$ cat src/rtl/cordic_iter_sequencer_if.sv
// cordic_iter_sequencer_if: control/step bundle between CORDIC control and the iteration sequencer.
// The stall signal exists only when CORDIC_SEQ_STALL_EN is defined.
interface cordic_iter_sequencer_if #(
    parameter int IDX_W = 6
);
    logic             start;
    logic             abort;
    logic [1:0]       coordinate_system;
`ifdef CORDIC_SEQ_STALL_EN
    logic             stall;
`endif
    logic             busy;
    logic             step_vld;
    logic [IDX_W-1:0] shift_idx;
    logic             rep;
    logic             first;
    logic             last;
    logic             done;

    modport master (
        output start, abort, coordinate_system,
`ifdef CORDIC_SEQ_STALL_EN
        output stall,
`endif
        input  busy, step_vld, shift_idx, rep, first, last, done
    );

    modport slave (
        input  start, abort, coordinate_system,
`ifdef CORDIC_SEQ_STALL_EN
        input  stall,
`endif
        output busy, step_vld, shift_idx, rep, first, last, done
    );
endinterface

$ cat src/rtl/cordic_iter_sequencer.sv
// cordic_iter_sequencer: per-step shift index sequencer for circular/linear/hyperbolic CORDIC.
// Optional CORDIC_SEQ_STALL_EN adds a stall input that freezes the sequence in RUN.
module cordic_iter_sequencer #(
    parameter int IDX_W  = 6,
    parameter int N_ITER = 16
) (
    input logic clk,
    input logic rst_n,
    cordic_iter_sequencer_if.slave sif
);
    localparam logic [1:0] S_IDLE = 2'd0;
    localparam logic [1:0] S_RUN  = 2'd1;
    localparam logic [1:0] S_DONE = 2'd2;
    localparam int TW = IDX_W + 2;

    logic [1:0]       state;
    logic [IDX_W-1:0] idx;
    logic [TW-1:0]    rep_tgt;
    logic             hyp;
    logic             rep_ph;
    logic             first_ph;
    logic             run;
    logic             stall_i;
    logic             adv;
    logic             dup;
    logic             is_last;
    logic [TW+1:0]    tgt_nxt;
    logic [TW-1:0]    tgt_sat;

`ifdef CORDIC_SEQ_STALL_EN
    assign stall_i = sif.stall;
`else
    assign stall_i = 1'b0;
`endif

    always_comb begin
        run     = state == S_RUN;
        adv     = run && !stall_i;
        dup     = hyp && ({2'b00, idx} == rep_tgt) && !rep_ph;
        is_last = hyp ? (idx == IDX_W'(N_ITER)) && !dup : idx == IDX_W'(N_ITER - 1);
        // 3k+1 computed two bits wider so overflow can be detected and saturated
        tgt_nxt = {2'b00, rep_tgt} + {1'b0, rep_tgt, 1'b0} + (TW + 2)'(1);
        tgt_sat = (tgt_nxt[TW+1:TW] != 2'b00) ? '1 : tgt_nxt[TW-1:0];
    end

    assign sif.busy      = run;
    assign sif.step_vld  = adv;
    assign sif.shift_idx = idx;
    assign sif.rep       = run && rep_ph;
    assign sif.first     = adv && first_ph;
    assign sif.last      = adv && is_last;
    assign sif.done      = state == S_DONE;

    always_ff @(posedge clk or negedge rst_n) begin
        if (!rst_n) begin
            state    <= S_IDLE;
            idx      <= '0;
            rep_tgt  <= TW'(4);
            hyp      <= 1'b0;
            rep_ph   <= 1'b0;
            first_ph <= 1'b0;
        end else if (state == S_IDLE) begin
            if (sif.start && !sif.abort) begin
                state    <= S_RUN;
                hyp      <= sif.coordinate_system[1];
                idx      <= sif.coordinate_system[1] ? IDX_W'(1) : '0;
                rep_tgt  <= TW'(4);
                rep_ph   <= 1'b0;
                first_ph <= 1'b1;
            end
        end else if (state == S_DONE) begin
            state <= S_IDLE;
        end else if (sif.abort) begin
            state  <= S_IDLE;
            rep_ph <= 1'b0;
        end else if (adv) begin
            first_ph <= 1'b0;
            if (is_last) begin
                state <= S_DONE;
            end else if (dup) begin
                rep_ph <= 1'b1;
            end else begin
                idx    <= idx + 1'b1;
                rep_ph <= 1'b0;
                if (rep_ph) rep_tgt <= tgt_sat;
            end
        end
    end
endmodule

$ cat src/flat_wrapper.sv
// flat-port wrapper written by rule: the top's interface ports become plain ports
module cordic_iter_sequencer_flat 
#(
    parameter int IDX_W  = 6,
    parameter int N_ITER = 16
)
  (clk, rst_n, sif_start, sif_abort, sif_coordinate_system, sif_busy, sif_step_vld, sif_shift_idx, sif_rep, sif_first, sif_last, sif_done);
  cordic_iter_sequencer_if #(.IDX_W(IDX_W)) sif_i ();
  input logic clk;
  input logic rst_n;
  input wire logic [$bits(sif_i.start)-1:0] sif_start;
  input wire logic [$bits(sif_i.abort)-1:0] sif_abort;
  input wire logic [$bits(sif_i.coordinate_system)-1:0] sif_coordinate_system;
  output wire logic [$bits(sif_i.busy)-1:0] sif_busy;
  output wire logic [$bits(sif_i.step_vld)-1:0] sif_step_vld;
  output wire logic [$bits(sif_i.shift_idx)-1:0] sif_shift_idx;
  output wire logic [$bits(sif_i.rep)-1:0] sif_rep;
  output wire logic [$bits(sif_i.first)-1:0] sif_first;
  output wire logic [$bits(sif_i.last)-1:0] sif_last;
  output wire logic [$bits(sif_i.done)-1:0] sif_done;
  assign sif_i.start = sif_start;
  assign sif_i.abort = sif_abort;
  assign sif_i.coordinate_system = sif_coordinate_system;
  assign sif_busy = sif_i.busy;
  assign sif_step_vld = sif_i.step_vld;
  assign sif_shift_idx = sif_i.shift_idx;
  assign sif_rep = sif_i.rep;
  assign sif_first = sif_i.first;
  assign sif_last = sif_i.last;
  assign sif_done = sif_i.done;
  cordic_iter_sequencer #(.IDX_W(IDX_W), .N_ITER(N_ITER)) u_core (.clk(clk), .rst_n(rst_n), .sif(sif_i));
endmodule
$ cat config.mk
export PLATFORM = sky130hd
export DESIGN_NAME = cordic_iter_sequencer_flat
export DESIGN_NICKNAME = d
export VERILOG_FILES = /design/src/rtl/cordic_iter_sequencer_if.sv /design/src/rtl/cordic_iter_sequencer.sv /design/src/flat_wrapper.sv
export SDC_FILE = /design/constraint.sdc
export NUM_CORES = 1
export LEC_CHECK = 0
export CAP_MARGIN = 40
export CELL_PAD_IN_SITES_DETAIL_PLACEMENT = 0
export CELL_PAD_IN_SITES_GLOBAL_PLACEMENT = 1
export CORE_MARGIN = 3
export CORE_UTILIZATION = 43
export DETAILED_ROUTE_END_ITERATION = 8
export GPL_ROUTABILITY_DRIVEN = 0
export PLACE_DENSITY_LB_ADDON = 0.1
export SLEW_MARGIN = 20
export SYNTH_ARGS = -nofsm -noshare
export SYNTH_HDL_FRONTEND = slang
export SYNTH_SLANG_ARGS = --single-unit
export TNS_END_PERCENT = 30
$ cat constraint.sdc
create_clock -name clk -period 2.53 [get_ports clk]
set_input_delay 0.6325 -clock clk [delete_from_list [all_inputs] [get_ports clk]]
set_output_delay 0.6325 -clock clk [all_outputs]
set_load 0.05 [all_outputs]
Yosys cells after proc, flatten, opt, wreduce, memory -nomap -nowiden
Index checks and enable logic that the tools add are counted.
{ "totals": {"elab_cells": 79, "regBits": 19, "output_inout_bits": 12, "input_bits": 6} }
{ "classes": {"muxes": 36, "n_eq_ne": 11, "n_addsub": 3, "reduce_logical": 23} }
{ "ops": {"columns": ["operator", "n"], "rows": [
  ["two-way mux 8 bit", 9],
  ["two-way mux 6 bit", 7],
  ["two-way mux 1 bit", 14],
  ["two-way mux 2 bit", 6],
  ["adder 10 x 1 -> 10 bit (second input constant)", 1],
  ["adder 8 x 9 -> 10 bit", 1],
  ["equality test 6 x 8 -> 1 bit", 1],
  ["AND reduction 4 bit", 2],
  ["nonzero test 4 bit", 2],
  ["logical AND 1 bit", 7],
  ["AND reduction 7 bit", 1],
  ["adder 6 x 1 -> 6 bit (second input constant)", 1],
  ["equality test 6 x 4 -> 1 bit (second input constant)", 1],
  ["equality test 6 x 5 -> 1 bit (second input constant)", 1],
  ["!= test 2 bit (second input constant)", 3],
  ["AND reduction 6 bit", 1],
  ["nonzero test 2 bit", 3],
  ["!= test 2 x 1 -> 1 bit (second input constant)", 2],
  ["logical NOT 1 bit", 3],
  ["!= test 3 bit (second input constant)", 1],
  ["AND reduction 3 bit", 1],
  ["nonzero test 3 bit", 1],
  ["equality test 2 x 1 -> 1 bit (second input constant)", 1],
  ["equality test 2 bit (second input constant)", 1],
  ["other kinds (2)", 2]
]} }

Logic depth before layout (Yosys ltp)
Gate-level depths: netlist (run 1).
{ "logic_depth": {"word_depth": 11, "ltp_mapped": 10, "ltp_nobuf": 8} }

Worst setup path after synthesis (run 1)
OpenSTA, ideal clock, no wires.
{ "synth_timing": {"kind": "register to output", "from": "register u_core.idx[0] (netlist: u_core.sif.shift_idx[0])", "to": "output sif_last", "path_stages_with_launch": 7, "path_buffers": 0, "setup_slack_ps": -171, "arrival_time_ps": 2068, "cell_sequence": "dfrtp_1 > inv_1 > ha_1 > nand4b_1 > nor3_1 > a21o_1 > and2_1"} }
{ "synth_via": {"elab_chain_len": 7, "word_cells_on_any_way": 9, "classes_between": "eq/ne (3); mux (1); reduce/logical (5)"} }
{ "synth_rtl": {"columns": ["element", "line", "text"], "rows": [
  ["start: declaration", "cordic_iter_sequencer.sv:17", "logic [IDX_W-1:0] idx;"],
  ["start signal: assignment", "cordic_iter_sequencer.sv:66", "idx <= sif.coordinate_system[1] ? IDX_W'(1) : '0;"],
  ["start signal: assignment", "cordic_iter_sequencer.sv:83", "idx <= idx + 1'b1;"],
  ["equality test 6 x 8 -> 1 bit", "cordic_iter_sequencer.sv:39", "dup = hyp && ({2'b00, idx} == rep_tgt) && !rep_ph;"],
  ["logical AND 1 bit (2 in a row)", "cordic_iter_sequencer.sv:39", null],
  ["logical NOT 1 bit", "cordic_iter_sequencer.sv:40", "is_last = hyp ? (idx == IDX_W'(N_ITER)) && !dup : idx == IDX_W'(N_ITER - 1);"],
  ["logical AND 1 bit", "cordic_iter_sequencer.sv:40", null],
  ["two-way mux 1 bit *", "cordic_iter_sequencer.sv:40", null],
  ["logical AND 1 bit *", "cordic_iter_sequencer.sv:51", "assign sif.last = adv && is_last;"],
  ["end: declaration", "flat_wrapper.sv:19", "output wire logic [$bits(sif_i.last)-1:0] sif_last;"]
]} }
Mark *: on every way between the ends. The rest lies on a longest branch, timed or not.

Final worst setup path (run 1)
{ "layout_timing": {"from": "register u_core.rep_tgt[6]", "to": "output sif_last"} }
{ "layout_via": {"elab_chain_len": 7} }
{ "layout_rtl": {"columns": ["element", "line", "text"], "rows": [
  ["start: declaration", "cordic_iter_sequencer.sv:18", "logic [TW-1:0] rep_tgt;"],
  ["start signal: assignment", "cordic_iter_sequencer.sv:85", "if (rep_ph) rep_tgt <= tgt_sat;"],
  ["equality test 6 x 8 -> 1 bit", "cordic_iter_sequencer.sv:39", null],
  ["logical AND 1 bit (2 in a row)", "cordic_iter_sequencer.sv:39", null],
  ["logical NOT 1 bit", "cordic_iter_sequencer.sv:40", null],
  ["logical AND 1 bit", "cordic_iter_sequencer.sv:40", null],
  ["two-way mux 1 bit", "cordic_iter_sequencer.sv:40", null],
  ["logical AND 1 bit", "cordic_iter_sequencer.sv:51", null]
]} }
No other way between the ends.

==> results.toml, run 1 <==
[drt]
drt_wl_total_um = 3460
met1_length_um = 1530
drcViolationCount = 0
vias = 1315
wire_per_inst_um = 14.5
drt-vias-per-instance = 5.50
wl_met2_um = 1820
drt_iter0_drc = 53
top_layer = "met4"
ant_nets = 0
dr_wl_met3_um = 78
dr.pass1.iters = 4

[layout]
area_delta_synth_final_pct = 27.8
nets = 217
layout-drive-gt1-share = 0.275
instances_no_fill = 239
diodes = 0

[yosys]
ys_top_cells_by_area = "dfrtp_1, ha_1, xor2_1, xnor2_1, a221o_1"
seq_area_frac_synth = 0.312
ys_ff_latch = 19
yosysTopAreaCellShare = 0.295
netlist_area_um2 = 1530
synth-edff-count = 0
synth_cell_types = 43
syn_inst = 157
synth_common_cells = "dfrtp_1, ha_1, nor2_1"
yosysTopAreaCell = "dfrtp_1"
yosysMostFrequentCell = "dfrtp_1"
async_flop_share = 1.00
avgSynthCellArea_um2 = 9.72
synthFlopType = "dfrtp_1"
synth.net_count = 180
yosysWarnings = 0

[floorplan]
die_h_um = 65.6
start_util = 0.450
rows = 21
dieArea_um2 = 4300
die_w_um = 65.6
coreArea_um2 = 3390
pin_count = 18

[setup_path]
crit_type = "reg2out"
startpoint = "u_core.rep_tgt[6]$_DFFE_PN0P_"
r2r_cells = 8
worstPathArrival_ns = 1.81
setup.worst_path.end = "sif_last"
cp-end-kind = "primary output"
rr_startpoint = "u_core.rep_tgt[2]$_DFFE_PN1P_"
critPathRequiredTime_ns = 1.90
start_kind = "register"
worstReg2RegEnd = "u_core.rep_tgt[6]$_DFFE_PN0P_"
r2r_slack_ns = 0.11
path_max_fanout = 3

[clock_network]
insertion_delay_ns = 0.30
h-tree-depth = 1
clock-sinks = 19
cts_tree = "yes"
ctsLongestPathBuffers = 2
cts_buffers = 3
cts-hold-fix-buffers = 0
cts_root_buffer = "clkbuf_4"
clkSlewWorstSetupHoldPaths_ns = 0.12

[timing]
fin_skew_ns = 0.00748
setup_violations = 0
period_share = 0.966
final-hold-violation-count = 0
fmax_mhz = 409
worstMarginPinSlew_ns = 0.497
slew_headroom = 0.668
rsz0062_at_grt = "yes"
finalMaxSlewViolations = 0
min_period_ns = 2.44
setup_tns_ns = 0

[power_and_ir_drop]
power.density_nw_per_um2 = 605
p_leak_nw = 0.903
vdd_drop_max_mv = 0.177
total_power_mw = 1.18

[outcome]
status = "finished, final reports clean"

[placement]
port_buffers = 16
dp_cells = 224
dp_hpwl_um = 2590

[global_route]
grt_overflow = 0
antenna_found_initial = 0
grt_pass1_wl_um = 5790
grt_pass1_vias = 1380
grt_max_degree = 20
grt_usage = 0.170

[flow_run]
drv_cap = 0

[hold_path]
hold_class = "reg2reg"
## worst min-delay path by stage
stage | from | to | slack (ns) | cells after the start
4_1_cts | u_core.first_ph$_DFFE_PN0P_ | u_core.first_ph$_DFFE_PN0P_ | 0.48 | 1
3_3_place_gp | u_core.first_ph$_DFFE_PN0P_ | u_core.first_ph$_DFFE_PN0P_ | 0.45 | 1
2_1_floorplan | rst_n | u_core.first_ph$_DFFE_PN0P_ | 0.34 | 0
5_1_grt | u_core.first_ph$_DFFE_PN0P_ | u_core.first_ph$_DFFE_PN0P_ | 0.51 | 1
6_report | u_core.first_ph$_DFFE_PN0P_ | u_core.first_ph$_DFFE_PN0P_ | 0.48 | 1
3_5_place_dp | u_core.first_ph$_DFFE_PN0P_ | u_core.first_ph$_DFFE_PN0P_ | 0.46 | 1
## power breakdown
| group | switching [mW] | internal, mW |
|---|---|---|
| Clock | 0.0964 | 0.0613 |
| Combinational | 0.382 | 0.234 |
| Sequential | 0.0528 | 0.354 |
## registers in the layout, indices dropped and copies added (netlist names)
| name | cells |
|---|---|
| u_core.rep_tgt | 8 |
| u_core.sif.shift_idx | 6 |
| u_core.state | 2 |
| u_core.first_ph | 1 |
| u_core.hyp | 1 |
| u_core.rep_ph | 1 |
## metal layers
layer,global-route usage,vias to the layer above
met3,0.0188,4
met2,0.322,22
met1,0.192,655
met5,0,-
li1,-,634
met4,0.0648,0
## cells by family after synthesis
logic type	synth area share
AOI/OAI and AO/OA	0.190
xor gates and xnor gates	0.0975
adders and majority gates	0.144
buffers and inverters	0.0336
DFF	0.312
muxes	0.0205
and+or+nand+nor	0.202
## metrics by stage
step	instance area, µm²	utilization	hold WS [ns]	setup slack (ns)
after global placement	1790	0.529	0.455	0.143
after global routing	1950	0.575	0.506	-0.0189
after CTS	1890	0.557	0.485	0.0407
after detailed placement	1790	0.529	0.458	0.0737
final	1950	0.575	0.480	0.0867
after floorplan	1530	-	0.337	0.0156
## worst max-delay path, cell delays in order (launching register included)
cell and delay, ns:
dfrtp_1 0.41, inv_2 0.09, ha_4 0.12, and4b_1 0.24, nand4_4 0.11, a21o_1 0.23
and2_4 0.17, buf_12 0.14
## timing repair
action                     4_1_cts  5_1_grt
pin swaps                        3        2
gates resized for setup          9        9
buffers inserted                 8        3
setup endpoints to repair        2        6
## cells in the final DEF, fill, tap and decap left out, drive strengths merged, types with 2 or more instances in the layout
cell           count
and4b              2
and2               4
mux2i              2
a221o              5
o211ai             3
clkdlybuf4s50     10
nand2             11
nor3               6
o31a               2
dfrtp             18
nor2              11
nand2b             3
clkbuf             4
a21oi              8
buf               24
o21ai              7
nor2b              2
a21o               3
nand4              4
xnor2              7
nand3b             4
xor2              10
ha                16
nand3              3
inv                9
## layout make-up
class                   instances  area [µm²]
clock buffers                   4        26.3
inverters                       9        33.8
multi-input cells             126        1050
repair buffers                 35         302
well taps                      46        57.6
flip-flops and latches         19         484
fillers                       316        1440
(Power assumes the default switching activity.)
==> inputs of run 2 (changes only) <==
--- a/config.mk
+++ b/config.mk
@@ -8,8 +8,11 @@
 export CAP_MARGIN = 40
 export CELL_PAD_IN_SITES_DETAIL_PLACEMENT = 0
 export CELL_PAD_IN_SITES_GLOBAL_PLACEMENT = 1
+export CORE_ASPECT_RATIO = 1.75
 export CORE_MARGIN = 3
 export CORE_UTILIZATION = 43
+export CTS_BUF_LIST = sky130_fd_sc_hd__clkbuf_8 sky130_fd_sc_hd__clkbuf_16
+export CTS_CLUSTER_DIAMETER = 80
 export DETAILED_ROUTE_END_ITERATION = 8
 export GPL_ROUTABILITY_DRIVEN = 0
 export PLACE_DENSITY_LB_ADDON = 0.1
==> run 2 against run 1 <==
Power up 6.1%. Largest cell class unchanged. Sequential power up 3%. Clock power up 30%. Non-clock buffer count unchanged. Sequential cell count unchanged. Cell area up 0.96%. Worst hold slack worse by 0.0074 ns. Clock skew down 0.0034 ns. Critical path type unchanged. Sequential share of layout area down 0.17 points. Core utilization up 0.40 points. Critical path depth down 1. First-iteration DRC count down 66%.
==> results.toml, run 2 (synthesis results as in run 1) <==
[outcome]
status = "finished, final reports clean"

[setup_path]
path_max_fanout = 4
worstPathArrival_ns = 1.80
critPathRequiredTime_ns = 1.90
cp_top_family = "flip-flops"
crit_chain = "xor2_2, nor3_2, nand4_4, a21o_1, and2_4, buf_12"
worstReg2RegEnd = "u_core.rep_tgt[1]$_DFFE_PN0P_"
cp.buffers_inverters = 1
rr_startpoint = "u_core.rep_tgt[2]$_DFFE_PN1P_"
critPathMaxStageDelay_ns = 0.60
cp-end-kind = "primary output"
r2r_cells = 7
start_kind = "register"
slowest_stage = "dfstp_2"
r2r_slack_ns = 0.12
crit_type = "reg2out"

[drt]
ant_nets = 0
dr.pass1.iters = 4
drt_wl_total_um = 3670
wire_per_inst_um = 15.4
drt-vias-per-instance = 5.48
drt_iter0_drc = 18
vias = 1304
drcViolationCount = 0

[clock_network]
cts_root_buffer = "clkbuf_8"
cts_buffers = 3
clock-sinks = 19
insertion_delay_ns = 0.25
cts_tree = "yes"
h-tree-depth = 1
cts-hold-fix-buffers = 0
ctsLongestPathBuffers = 2
clkSlewWorstSetupHoldPaths_ns = 0.07

[power_and_ir_drop]
total_power_mw = 1.25
p_leak_nw = 0.919
power.density_nw_per_um2 = 636
vdd_drop_max_mv = 0.443

[placement]
dp_hpwl_um = 2900
port_buffers = 16
placed_cell_area_um2 = 1800
post-place-ws_ns = 0.0555

[floorplan]
coreArea_um2 = 3400
rows = 28
dieArea_um2 = 4330
start_util = 0.449
pin_count = 18
die_h_um = 84.8
die_w_um = 51.0

[layout]
fillers = 299
area_delta_synth_final_pct = 29.0
max_flop_register = "u_core.rep_tgt"
diodes = 0
largest_reg_flops = 8
layout_commonest_cell = "buf_4"
nets = 217
design_area_um2 = 1970
mostFrequentLayoutCells = "buf_4, ha_1, nor2_1, dfrtp_1"
layout-drive-gt1-share = 0.264

[timing]
finalMaxSlewViolations = 0
final-hold-violation-count = 0
fmax_mhz = 411
worstMarginPinSlew_ns = 0.511
slew_headroom = 0.658
min_period_ns = 2.44
period_share = 0.963
fin_skew_ns = 0.00409
setup_violations = 0
setup_slack_ns = 0.0940
whs_ns = 0.472

[global_route]
grt_overflow = 0
grt_max_degree = 20
grt_usage = 0.182
grt_pass1_wl_um = 6040
antenna_found_initial = 0
grt_pass1_vias = 1364

[hold_path]
hold_class = "reg2reg"
min_to = "u_core.first_ph$_DFFE_PN0P_"
hold_start = "u_core.first_ph$_DFFE_PN0P_"
min_path_cells = 1

[flow_run]
drv_cap = 0
[run 2: cell types whose count changed in the layout (fill, tap and decap cells not counted), moves of 2 or more]
cell	change
clkbuf_4	-3
clkbuf_8	+3
ha_1	+2
inv_1	+3
inv_2	-2
[run 2: worst reg2reg max path, cell delays in order, from the launching register on]
cell	delay, ns
dfstp_2	0.60
ha_1	0.30
a21oi_1	0.19
nand2_2	0.13
a221oi_4	0.30
xnor2_2	0.13
o31a_4	0.37
a221o_1	0.27
[run 2: final cells by class]
type / instances / area [µm²] / share of cell area
Clock buffer: 3 / 41.3 / 0.0210
Clock inverter: 1 / 3.75 / 0.00191
Inverter: 9 / 33.8 / 0.0172
Multi-Input combinational cell: 126 / 1040 / 0.530
Sequential cell: 19 / 485 / 0.247
Tap cell: 45 / 56.3 / 0.0286
Timing Repair Buffer: 35 / 305 / 0.155
[run 2: through the flow]
stage / setup TNS (ns) / util / cells
global route: -0.0120 / 0.580 / 238
detailed placement: 0 / 0.529 / 224
CTS: 0 / 0.550 / 230
global placement: 0 / 0.529 / 224
floorplan: 0 / - / 157
finish: 0 / 0.580 / 238
[run 2: what timing repair did]
item                       CTS  global route
setup buffers                2             8
pin swaps                    3             6
resized for setup            5            11
setup endpoints to repair    1             7
[run 2: routing by layer]
metal	share of wire	global-route usage	vias to the layer above
li1	-	-	640
met1	0.35	0.169	630
met2	0.60	0.367	24
met3	0.020	0.0193	10
met4	0.032	0.0882	0
met5	0	0	-
[run 2: report_power, final]
| part | internal, mW | leakage, nW | switching [mW] | total (mW) |
|---|---|---|---|---|
| logic | 0.243 | 0.650 | 0.384 | 0.627 |
| clock network | 0.108 | 0.0269 | 0.0979 | 0.206 |
| registers | 0.355 | 0.243 | 0.0653 | 0.420 |
| total | 0.705 | 0.919 | 0.547 | 1.25 |
[run 2: how the worst max path moves through the flow]
stage | endpoint | from | depth (start not counted) | slack (ns)
CTS | sif_last | u_core.sif.shift_idx[0]$_DFFE_PN0P_ | 5 | 0.002
global route | u_core.rep_tgt[1]$_DFFE_PN0P_ | u_core.rep_tgt[2]$_DFFE_PN1P_ | 7 | -0.007
finish | sif_last | u_core.rep_tgt[2]$_DFFE_PN1P_ | 6 | 0.09
detailed placement | u_core.rep_tgt[1]$_DFFE_PN0P_ | sif_abort | 6 | 0.06
floorplan | u_core.rep_tgt[6]$_DFFE_PN0P_ | u_core.state[1]$_DFFE_PN0P_ | 7 | 0.02
global placement | u_core.rep_tgt[7]$_DFFE_PN0P_ | sif_abort | 6 | 0.07
==> inputs of run 3 (changes only) <==
--- a/config.mk
+++ b/config.mk
@@ -15,6 +15,7 @@
 export CTS_CLUSTER_DIAMETER = 80
 export DETAILED_ROUTE_END_ITERATION = 8
 export GPL_ROUTABILITY_DRIVEN = 0
+export GPL_TIMING_DRIVEN = 0
 export PLACE_DENSITY_LB_ADDON = 0.1
 export SLEW_MARGIN = 20
 export SYNTH_ARGS = -nofsm -noshare
==> constraint.sdc (replaced) <==
create_clock -name clk -period 2.45 [get_ports clk]
set_input_delay 0.6125 -clock clk [delete_from_list [all_inputs] [get_ports clk]]
set_output_delay 0.6125 -clock clk [all_outputs]
set_load 0.05 [all_outputs]
==> run 3 against run 2 <==
Die area unchanged. Critical endpoint unchanged. Critical path type unchanged. Sequential power increased by 3%. Largest power group unchanged. First-iteration DRC count decreased by 11%. Final cell count decreased by 1.7%.
==> results.toml, run 3 (synthesis results as in run 1) <==
[power_and_ir_drop]
p_switching_mw = 0.558
power.density_nw_per_um2 = 654
swShare = 0.445
total_power_mw = 1.25
power_frac_clock = 0.171
power.internal_mw = 0.696
power.share.sequential = 0.344
pwr-share-comb = 0.484
p_leak_nw = 0.892
vdd_drop_max_mv = 0.323

[drt]
drt-vias-per-instance = 5.41
drt_iter0_drc = 16
drcViolationCount = 0
ant_nets = 0
vias = 1267
dr.pass1.iters = 4
drt_wl_total_um = 3590
wire_per_inst_um = 15.3

[timing]
setup_violations = 0
period_share = 0.994
finalMaxSlewViolations = 0
fmax_mhz = 411
final-hold-violation-count = 0
whs_ns = 0.471
worstMarginPinSlew_ns = 0.552
fin_skew_ns = 0.00357
min_period_ns = 2.43
slew_headroom = 0.631
rsz0062_at_grt = "yes"
setup_slack_ns = 0.0158

[clock_network]
cts_tree = "yes"
clock-sinks = 19
cts_root_buffer = "clkbuf_8"
cts_buffers = 3
clkSlewWorstSetupHoldPaths_ns = 0.07
ctsLongestPathBuffers = 2
cts-hold-fix-buffers = 0
h-tree-depth = 1
insertion_delay_ns = 0.25

[outcome]
status = "finished, final reports clean"

[layout]
design_area_um2 = 1920
layout_commonest_cell = "ha_1"
area_delta_synth_final_pct = 25.5
diodes = 0
mostFrequentLayoutCells = "ha_1, buf_4, nor2_1, dfrtp_1"
nets = 213
max_flop_register = "u_core.rep_tgt"
largest_reg_flops = 8
layout-drive-gt1-share = 0.233
fin_util = 0.564
fillers = 339

[floorplan]
die_w_um = 51.0
dieArea_um2 = 4330
rows = 28
die_h_um = 84.8
coreArea_um2 = 3400
start_util = 0.449
pin_count = 18

[hold_path]
min_path_cells = 1
hold_class = "reg2reg"

[setup_path]
cp.buffers_inverters = 1
crit_type = "reg2out"
slowest_stage = "dfrtp_2"
r2r_cells = 7
critPathRequiredTime_ns = 1.84
cp_top_family = "simple AND/OR/NAND/NOR gates"
path_max_fanout = 5
worstPathArrival_ns = 1.82
start_kind = "register"
cp.depth = 6
cp-end-kind = "primary output"
critPathMaxStageDelay_ns = 0.45
crit_chain = "xor2_2, nor3_2, nand4_4, a21o_1, and2_2, buf_8"

[global_route]
grt_usage = 0.182
grt_pass1_vias = 1302
grt_pass1_wl_um = 5950
grt_overflow = 0
antenna_found_initial = 0
grt_max_degree = 14

[placement]
placed_cell_area_um2 = 1770
dp_hpwl_um = 2870
post-place-ws_ns = -0.477
port_buffers = 16

[flow_run]
drv_cap = 0
-- run 3: path summary, 6_finish.rpt --
| check | end | start | slack, ns |
|---|---|---|---|
| worst max-delay path | sif_last | u_core.sif.shift_idx[1]$_DFFE_PN0P_ | 0.02 |
| worst min-delay path | u_core.first_ph$_DFFE_PN0P_ | u_core.first_ph$_DFFE_PN0P_ | 0.47 |
| worst max register to register | u_core.rep_tgt[1]$_DFFE_PN0P_ | u_core.rep_tgt[2]$_DFFE_PN1P_ | 0.07 |
| worst min register to register | u_core.first_ph$_DFFE_PN0P_ | u_core.first_ph$_DFFE_PN0P_ | 0.47 |
| max in group asynchronous | u_core.sif.shift_idx[2]$_DFFE_PN0P_ | rst_n | 1.40 |
| min in group asynchronous | u_core.state[0]$_DFFE_PN0P_ | rst_n | 0.63 |
-- run 3: per-stage QoR --
stage          TNS (ns)  std cells
6_report              0        234
5_1_grt          -0.295        234
4_1_cts          -0.189        224
3_5_place_dp      -1.57        219
3_3_place_gp      -1.59        218
2_1_floorplan         0        157
-- run 3: area by class of cell --
type                            instances  area, µm²  share of cell area
Timing Repair Buffer                   28        255               0.133
Multi-Input combinational cell        126       1020               0.534
Clock inverter                          1       3.75             0.00196
Buffer                                  3       17.5             0.00914
Sequential cell                        19        485               0.253
Inverter                                9       33.8              0.0176
Clock buffer                            3       41.3              0.0216
Tap cell                               45       56.3              0.0294
-- run 3: per-layer routing --
| metal | GRT usage | up-vias | routed length (µm) |
|---|---|---|---|
| met5 | 0 | - | 0 |
| met4 | 0.0760 | 0 | 101 |
| met3 | 0.0193 | 9 | 97 |
| met2 | 0.362 | 30 | 2110 |
| met1 | 0.178 | 600 | 1280 |
| li1 | - | 628 | - |
-- run 3: power by group through the flow --
stage	Sequential [mW]	Combinational (mW)	Clock, mW
global placement	0.432	0.596	0
finish	0.432	0.607	0.215
CTS	0.428	0.601	0.222
floorplan	0.480	0.377	0
global route	0.439	0.661	0.238
detailed placement	0.434	0.612	0
-- run 3: what timing repair did --
| action | 4_1_cts | 5_1_grt |
|---|---|---|
| gates resized for setup | 9 | 18 |
| pin swaps | 1 | 7 |
| buffers inserted | 1 | 10 |
| endpoints found under the setup margin | 5 | 10 |
| hold endpoints to repair | 0 | 0 |
